==> src/rtl/leve1_csr_exec.sv <==
// rtl/leve1_csr_exec.sv - Zicsr execute-stage sequencer in front of the CSR register file.
// Optional LEVE1_CSR_CNTEN_CHECK_EN adds MCOUNTEREN gating of cycle/time/instret reads.

`ifndef CSR_NONE
`define CSR_NONE  2'b00
`endif
`ifndef CSR_WRITE
`define CSR_WRITE 2'b01
`endif
`ifndef CSR_SET
`define CSR_SET   2'b10
`endif
`ifndef CSR_CLEAR
`define CSR_CLEAR 2'b11
`endif

module leve1_csr_exec #(
    parameter int XLEN = 64
) (
    input  logic            CLK,
    input  logic            RST,
    input  logic            REQ_VALID,
    output logic            REQ_READY,
    input  logic [2:0]      REQ_FUNCT3,
    input  logic [11:0]     REQ_CSR,
    input  logic [4:0]      REQ_RS1_IDX,
    input  logic [XLEN-1:0] REQ_RS1_VAL,
    input  logic [4:0]      REQ_RD,
    input  logic [1:0]      REQ_MODE,
`ifdef LEVE1_CSR_CNTEN_CHECK_EN
    input  logic [2:0]      MCOUNTEREN,
`endif
    output logic [11:0]     CSR_RA,
    input  logic [XLEN-1:0] CSR_RD,
    output logic [1:0]      CSR_WCMD,
    output logic [11:0]     CSR_WA,
    output logic [XLEN-1:0] CSR_WD,
    output logic            RSP_VALID,
    input  logic            RSP_READY,
    output logic            WB_EN,
    output logic [4:0]      WB_RD,
    output logic [XLEN-1:0] WB_DATA,
    output logic            EXC_VALID,
    output logic [XLEN-1:0] EXC_CAUSE,
    output logic [XLEN-1:0] EXC_TVAL,
    output logic            RETIRE
);

    typedef enum logic [1:0] {
        S_IDLE  = 2'd0,
        S_READ  = 2'd1,
        S_WRITE = 2'd2,
        S_RESP  = 2'd3
    } state_t;

    state_t            state_q, state_d;
    logic [11:0]       addr_q, addr_d;
    logic [XLEN-1:0]   operand_q, operand_d;
    logic [4:0]        rd_q, rd_d;
    logic [1:0]        cmd_q, cmd_d;
    logic              illegal_q, illegal_d;
    logic [XLEN-1:0]   wb_data_q, wb_data_d;

    logic              req_do_write;
    logic [1:0]        req_cmd;
    logic [XLEN-1:0]   req_operand;
    logic              bad_funct3;
    logic              priv_fail;
    logic              ro_fail;
    logic              cnt_fail;
    logic              req_illegal;

    // Decode of the offered op; only consumed on the accepting cycle.
    always_comb begin
        req_operand  = REQ_FUNCT3[2] ? {{(XLEN-5){1'b0}}, REQ_RS1_IDX} : REQ_RS1_VAL;
        req_do_write = (REQ_FUNCT3[1:0] == 2'b01) || (REQ_RS1_IDX != 5'd0);
        unique case (REQ_FUNCT3[1:0])
            2'b01:   req_cmd = `CSR_WRITE;
            2'b10:   req_cmd = `CSR_SET;
            2'b11:   req_cmd = `CSR_CLEAR;
            default: req_cmd = `CSR_NONE;
        endcase
        bad_funct3 = (REQ_FUNCT3[1:0] == 2'b00);
        priv_fail  = (REQ_CSR[9:8] > REQ_MODE);
        ro_fail    = (REQ_CSR[11:10] == 2'b11) && req_do_write;
`ifdef LEVE1_CSR_CNTEN_CHECK_EN
        cnt_fail   = (REQ_CSR[11:2] == 10'h300) && (REQ_CSR[1:0] != 2'b11) &&
                     (REQ_MODE != 2'b11) && !MCOUNTEREN[REQ_CSR[1:0]];
`else
        cnt_fail   = 1'b0;
`endif
        req_illegal = bad_funct3 || priv_fail || ro_fail || cnt_fail;
    end

    always_comb begin
        state_d   = state_q;
        addr_d    = addr_q;
        operand_d = operand_q;
        rd_d      = rd_q;
        cmd_d     = cmd_q;
        illegal_d = illegal_q;
        wb_data_d = wb_data_q;
        unique case (state_q)
            S_IDLE: begin
                if (REQ_VALID) begin
                    addr_d    = REQ_CSR;
                    operand_d = req_operand;
                    rd_d      = REQ_RD;
                    cmd_d     = req_do_write ? req_cmd : `CSR_NONE;
                    illegal_d = req_illegal;
                    state_d   = req_illegal ? S_RESP : S_READ;
                end
            end
            S_READ: begin
                wb_data_d = CSR_RD;
                state_d   = S_WRITE;
            end
            S_WRITE: begin
                state_d = S_RESP;
            end
            S_RESP: begin
                if (RSP_READY) begin
                    state_d = S_IDLE;
                end
            end
            default: state_d = S_IDLE;
        endcase
    end

    always_ff @(posedge CLK or posedge RST) begin
        if (RST) begin
            state_q   <= S_IDLE;
            addr_q    <= 12'd0;
            operand_q <= '0;
            rd_q      <= 5'd0;
            cmd_q     <= `CSR_NONE;
            illegal_q <= 1'b0;
            wb_data_q <= '0;
        end else begin
            state_q   <= state_d;
            addr_q    <= addr_d;
            operand_q <= operand_d;
            rd_q      <= rd_d;
            cmd_q     <= cmd_d;
            illegal_q <= illegal_d;
            wb_data_q <= wb_data_d;
        end
    end

    // Every output is a function of state, so reset or an abort leaves them all quiet.
    always_comb begin
        REQ_READY = (state_q == S_IDLE);
        CSR_RA    = 12'd0;
        CSR_WCMD  = `CSR_NONE;
        CSR_WA    = 12'd0;
        CSR_WD    = '0;
        RSP_VALID = 1'b0;
        WB_EN     = 1'b0;
        WB_RD     = 5'd0;
        WB_DATA   = '0;
        EXC_VALID = 1'b0;
        EXC_CAUSE = '0;
        EXC_TVAL  = '0;
        RETIRE    = 1'b0;
        unique case (state_q)
            S_READ: begin
                CSR_RA = addr_q;
            end
            S_WRITE: begin
                CSR_WCMD = cmd_q;
                CSR_WA   = addr_q;
                CSR_WD   = operand_q;
            end
            S_RESP: begin
                RSP_VALID = 1'b1;
                WB_RD     = rd_q;
                if (illegal_q) begin
                    EXC_VALID = 1'b1;
                    EXC_CAUSE = XLEN'(2);
                    EXC_TVAL  = {{(XLEN-12){1'b0}}, addr_q};
                end else begin
                    WB_EN   = (rd_q != 5'd0);
                    WB_DATA = wb_data_q;
                    RETIRE  = RSP_READY;
                end
            end
            default: ;
        endcase
    end

endmodule

==> config.mk <==
export PLATFORM = sky130hd
export DESIGN_NAME = leve1_csr_exec
export DESIGN_NICKNAME = d
export VERILOG_FILES = /design/src/rtl/leve1_csr_exec.sv
export SDC_FILE = /design/constraint.sdc
export NUM_CORES = 1
export LEC_CHECK = 0
export CAP_MARGIN = 20
export CELL_PAD_IN_SITES_DETAIL_PLACEMENT = 0
export CELL_PAD_IN_SITES_GLOBAL_PLACEMENT = 1
export CORE_MARGIN = 4
export CORE_UTILIZATION = 28
export CTS_CLUSTER_SIZE = 12
export DETAILED_ROUTE_END_ITERATION = 7
export PLACE_DENSITY = 0.86
export SYNTH_ARGS = -nofsm -noshare
export SYNTH_HDL_FRONTEND = slang
export SYNTH_SLANG_ARGS = --single-unit
==> constraint.sdc <==
create_clock -name CLK -period 5.9 [get_ports CLK]
set_input_delay 0.885 -clock CLK [delete_from_list [all_inputs] [get_ports CLK]]
set_output_delay 0.885 -clock CLK [all_outputs]
set_load 0.05 [all_outputs]
==> flow_summary.yaml, run 1 <==
die:
  core_sq_um: 28100
  die_y_um: 178
  fp-row-count: 61
  start_util_pct: 28.8
  pin_count: 451
  die_area_sq_um: 31600
  fp.dieW_um: 178
power:
  combPwrFrac_pct: 53.8
  p_switching_uw: 2920
  p_leak_uw: 0.00514
  powerDensity_nw_per_um2: 523
  vdd_drop_max_v: 0.000180
  power.internal_uw: 3330
  clkPwrFrac_pct: 17.7
  netSwitchingFraction_pct: 46.7
  seqPwrFrac_pct: 28.6
timing:
  rsz0062_at_grt: "no"
  worst_slack_ns: 1.83
  fin_crit_sh_pct: 69.0
  fin_tns_setup_ns: 0
  worst_slew_pin_slew_ns: 1.01
  fmax_mhz: 246
  clock_skew_ns: 0.0167
  hold_viol_final: 0
  slew_headroom_pct: 32.5
  drv_slew: 0
  period_needed_ns: 4.07
  setup_viol: 0
global_route:
  antenna_found_initial: 2
  grt.overflow.total: 0
  grt_pass1_wl_um: 34600
  grt_use_total_pct: 14.1
  grt_max_degree: 87
  grt_pass1_vias: 5976
layout:
  final_nets: 1277
  antennaDiodeCount: 0
  area_growth_syn_to_layout_pct: 48.0
  final_util_pct: 42.6
  layout-drive-gt1-share_pct: 11.1
clocking:
  cts_tree: "built"
  clk_latency_ns: 0.42
  cts_root_buf: "clkbuf_16"
  ctsResizeCount: 0
  cts_setup_buffers: 0
  cts-htree-levels: 4
  cts_buffers: 17
  cts_hold_buf: 0
  cts_max_path_buffers: 2
  cts_sinks: 150
  cts.clk_slew.worst_paths_ns: 0.07
routing:
  met2WireLength_um: 11600
  dr.max_layer_used: "met5"
  wl_um: 23500
  num_vias: 6112
  ant_nets: 0
  drc: 0
  wl_per_cell_um: 15.7
  drtPass1Iterations: 4
  wl_met1_um: 9300
  wl_met3_um: 2300
  routed_via_density: 4.07
  drt_iter0_markers: 215
worst_setup_path:
  worstSetupPathType: "register to output port"
  reg2regPathDepth: 5
  cp_max_fo: 57
  worst-r2r-setup-slack_ns: 3.35
  startpoint_type: "register"
  r2r_end: "operand_q[25]$_DFFE_PP0P_"
  worst_setup_path_end_kind: "output port"
  critical_path_required_ns: 5.02
  endpoint: "WB_DATA[55]"
  crit_start: "state_q[0]$_DFFE_PP0P_"
  reg2reg_from: "state_q[0]$_DFFE_PP0P_"
  worstPathArrival_ns: 3.19
synthesis:
  synth-async-reset-ratio_pct: 100
  synth_fa_ha_area_share_pct: 1.08
  synthXorXnorAreaFrac_pct: 0
  synthTopCellsByArea: "dfrtp_1 46%, and2_1 12%, mux2_2 11%"
  syn_inst: 803
  ys_ff_latch: 150
  synth_common_cells: "161 x and2_1, 150 x dfrtp_1, 116 x buf_4, 80 x mux2_2, 71 x nand2_1"
  yosysWarnings: 0
  synth_edf_count: 0
  yosys.area_share.simple_pct: 22.2
  synth_cell_type_count: 29
  synth_top_area_cell: "dfrtp_1"
  ys.flop_type: "dfrtp_1"
  synth_top_family_by_area: "simple AND/OR/NAND/NOR gates"
  seq_area_frac_synth_pct: 46.5
  yosysMostFrequentCell: "and2_1"
  syn_avg_cell_area_sq_um: 10.1
  synth-compound-area-share_pct: 4.74
  synth_top_area_share_pct: 46.5
  syn_area_sq_um: 8080
  synthMuxAreaShare_pct: 11.9
min_path:
  hold_class: "register to register"
placed_design:
  dpl.hpwl_um: 17500
  routabilityCongestion: 0.751
  place_ws_ns: 1.73
  numPortBuffers: 335
status:
  outcome: "finished clean"
job:
  drv_cap: 0
-- flip-flops by register name, summed over array words and instances, names as in the netlist --
register,cells
addr_q,12
cmd_q,2
illegal_q,1
operand_q,64
rd_q,5
state_q,2
wb_data_q,64
-- logic make-up after synthesis --
logic type,Yosys count
AOI/OAI and AO/OA,74
muxes,86
adders and majority gates,7
buffers and inverters,172
and+or+nand+nor,313
DFF,150
other,1
-- per-stage QoR --
step	total power, uW	cells	hold slack, ns	instance area [sq um]
5_1_grt	6620	1502	0.491	12000
3_5_place_dp	5190	1469	0.462	11300
3_3_place_gp	5150	1469	0.452	11300
6_report	6250	1502	0.472	12000
2_1_floorplan	4170	917	0.442	8510
4_1_cts	6330	1501	0.478	11900
-- power groups by stage --
| stage | Clock (uW) | Sequential [uW] | Combinational [uW] |
|---|---|---|---|
| after floorplan | 0 | 1690 | 2480 |
| after global placement | 0 | 1790 | 3360 |
| after detailed placement | 0 | 1810 | 3380 |
| after CTS | 1150 | 1790 | 3390 |
| after global routing | 1190 | 1850 | 3580 |
| final | 1110 | 1780 | 3360 |
-- worst max-delay path, cell delays in order, from the launching register on --
cell	delay, ns
dfrtp_1	0.42
ha_1	0.62
inv_1	0.19
nor2_4	0.27
buf_12	0.24
and2_1	0.19
clkdlybuf4s50_1	0.81
-- layer usage --
metal  vias to the layer above  GRT usage [%]
li1                       2957              -
met1                      2873           16.8
met2                       260           23.9
met3                        18           5.41
met4                         4           4.09
met5                         -              0
-- how the worst min path moves through the flow --
stage | startpoint | endpoint | slack, ns | cells past startpoint
6_report | operand_q[62]$_DFFE_PP0P_ | operand_q[62]$_DFFE_PP0P_ | 0.47 | 2
5_1_grt | operand_q[49]$_DFFE_PP0P_ | operand_q[49]$_DFFE_PP0P_ | 0.49 | 2
4_1_cts | operand_q[13]$_DFFE_PP0P_ | operand_q[13]$_DFFE_PP0P_ | 0.48 | 2
3_5_place_dp | operand_q[62]$_DFFE_PP0P_ | operand_q[62]$_DFFE_PP0P_ | 0.46 | 2
3_3_place_gp | operand_q[14]$_DFFE_PP0P_ | operand_q[14]$_DFFE_PP0P_ | 0.45 | 2
2_1_floorplan | cmd_q[0]$_DFFE_PP0P_ | cmd_q[0]$_DFFE_PP0P_ | 0.44 | 2
-- area by class of cell --
| type | instances | area [sq um] |
|---|---|---|
| Fill cell | 2779 | 16100 |
| Sequential cell | 150 | 3750 |
| Tap cell | 378 | 473 |
| Timing Repair Buffer | 339 | 3400 |
| Inverter | 8 | 35.0 |
| Clock inverter | 15 | 181 |
| Clock buffer | 17 | 425 |
| Multi-Input combinational cell | 595 | 3680 |
-- placed cells by master (no fill, tap or decap), drive strengths merged, types with 2 or more instances in the layout --
cell           count
and2             161
and3              12
buf                5
clkbuf            17
clkdlybuf4s50    334
clkinv             9
conb             115
dfrtp            150
ha                 7
inv               14
mux2              80
mux2i              6
nand2             71
nand2b            59
nand3              2
nor2b              3
nor3               2
o21ai             69
or4                2
No activity file was read; power rests on OpenSTA's default activity.
==> run 2, diff against run 1 <==
Settings changed: CORE_UTILIZATION 28 to 25, PLACE_DENSITY 0.86 to 0.81.
Clock period 5.9 ns to 3.46 ns, I/O delays scaled along.
==> flow_summary.yaml, run 2 (synthesized netlist as in run 1, its figures left out) <==
status:
  outcome: "finished clean"
clocking:
  cts_hold_buf: 0
  cts_root_buf: "clkbuf_16"
  cts-htree-levels: 4
  cts_sinks: 150
  cts_setup_buffers: 0
  ctsResizeCount: 0
  cts.clk_slew.worst_paths_ns: 0.07
  clk_latency_ns: 0.43
  cts_tree: "built"
  cts_max_path_buffers: 2
  cts_buffers: 17
power:
  powerDensity_nw_per_um2: 885
  p_leak_uw: 0.00547
  total_power_uw: 11200
  vdd_drop_max_v: 0.000297
placed_design:
  placed_cells_incl_taps: 1499
  dpl.hpwl_um: 18200
  routabilityCongestion: 0.760
  numPortBuffers: 335
  place_ws_ns: 0.791
routing:
  wl_um: 24000
  num_vias: 6160
  routed_via_density: 4.02
  ant_nets: 0
  drtPass1Iterations: 5
  wl_per_cell_um: 15.7
  drc: 0
  drt_iter0_markers: 176
layout:
  antennaDiodeCount: 0
  final_cells: 1531
  final_nets: 1282
  final_common_cell: "clkdlybuf4s50_1"
  mostFrequentLayoutCells: "267 x clkdlybuf4s50_1, 161 x and2_1, 150 x dfrtp_1, 115 x conb_1, 80 x mux2_2"
  top_regs: "operand_q: 64 flops, wb_data_q: 64 flops, addr_q: 12 flops"
  area_growth_syn_to_layout_pct: 56.5
  layout-drive-gt1-share_pct: 17.4
worst_setup_path:
  cp_max_fo: 47
  worst_setup_path_end_kind: "output port"
  startpoint_type: "register"
  worstPathArrival_ns: 2.59
  worstSetupPathType: "register to output port"
  reg2reg_from: "state_q[1]$_DFFE_PP0P_"
  slowest_delay_ns: 0.82
  crit_chain: "inv_1, ha_2, buf_4, and2_1, clkdlybuf4s50_1"
  reg2regPathDepth: 4
  slowest_stage: "clkdlybuf4s50_1"
  r2r_end: "wb_data_q[8]$_DFFE_PP0N_"
  critical_path_required_ns: 2.94
  worst-r2r-setup-slack_ns: 1.34
die:
  pin_count: 451
  die_area_sq_um: 35300
  die_y_um: 188
  start_util_pct: 25.5
  core_sq_um: 31700
  fp-row-count: 65
  fp.dieW_um: 188
timing:
  fin_crit_sh_pct: 89.8
  hold_viol_final: 0
  rsz0062_at_grt: "no"
  hold_slack_ns: 0.471
  fin_tns_setup_ns: 0
  slew_headroom_pct: 31.7
  drv_slew: 0
  fmax_mhz: 322
  clock_skew_ns: 0.0159
  worst_slew_pin_slew_ns: 1.02
  setup_viol: 0
  period_needed_ns: 3.11
  worst_slack_ns: 0.352
min_path:
  hold_end: "operand_q[51]$_DFFE_PP0P_"
  hold_class: "register to register"
  hold_start: "operand_q[51]$_DFFE_PP0P_"
  worstHoldPathCells: 2
global_route:
  grt.overflow.total: 0
  grt_max_degree: 87
  grt_pass1_wl_um: 36600
  antenna_found_initial: 1
  grt_use_total_pct: 13.2
  grt_pass1_vias: 6288
job:
  drv_cap: 0
[run 2: changes by cell type in the layout (fill, tap and decap cells not counted), sizes merged]
cell / delta
buf: +72
clkdlybuf4s50: -67
clkinv: -3
clkinvlp: +3
[run 2: worst max-delay path, delay by kind of cell, from the launching register on]
kind,cells,cell delay [ns]
buffers and inverters,3,1.32
DFF,1,0.41
and+or+nand+nor,1,0.21
adders and majority gates,1,0.20
[run 2: how the worst max path moves through the flow]
stage / slack [ns] / startpoint / to
floorplan: 0.95 / state_q[1]$_DFFE_PP0P_ / WB_DATA[14]
finish: 0.35 / state_q[0]$_DFFE_PP0P_ / CSR_WD[23]
CTS: 0.32 / state_q[1]$_DFFE_PP0P_ / WB_DATA[16]
detailed placement: 0.79 / state_q[1]$_DFFE_PP0P_ / WB_DATA[16]
global route: 0.11 / state_q[1]$_DFFE_PP0P_ / WB_DATA[12]
global placement: 0.84 / state_q[1]$_DFFE_PP0P_ / WB_DATA[24]
[run 2: metrics by stage]
stage          area (sq um)  util, %
2_1_floorplan          8510        -
3_3_place_gp          12100     38.1
3_5_place_dp          12100     38.1
4_1_cts               12600     39.8
5_1_grt               12600     39.8
6_report              12600     39.8
[run 2: power breakdown]
group / leakage (uW) / internal (uW) / switching, uW / total, uW
Clock: 0.000272 / 949 / 862 / 1810
Combinational: 0.00335 / 2590 / 3730 / 6320
Sequential: 0.00185 / 2580 / 470 / 3050
Total: 0.00547 / 6120 / 5060 / 11200
[run 2: final cells by class]
type / count / area (sq um)
clock buffers: 17 / 425
clock inverters: 15 / 138
fillers: 3112 / 19100
inverters: 8 / 33.8
multi-input cells: 595 / 3670
flip-flops and latches: 150 / 3750
well taps: 402 / 503
repair buffers: 344 / 4110
[run 2: metal layers]
metal,global-route usage (%),vias up,part of all wire [%]
li1,-,2972,-
met2,22.5,275,48
met3,4.32,14,8.1
met4,3.39,2,0.95
met1,16.1,2897,42
met5,0,-,0.033
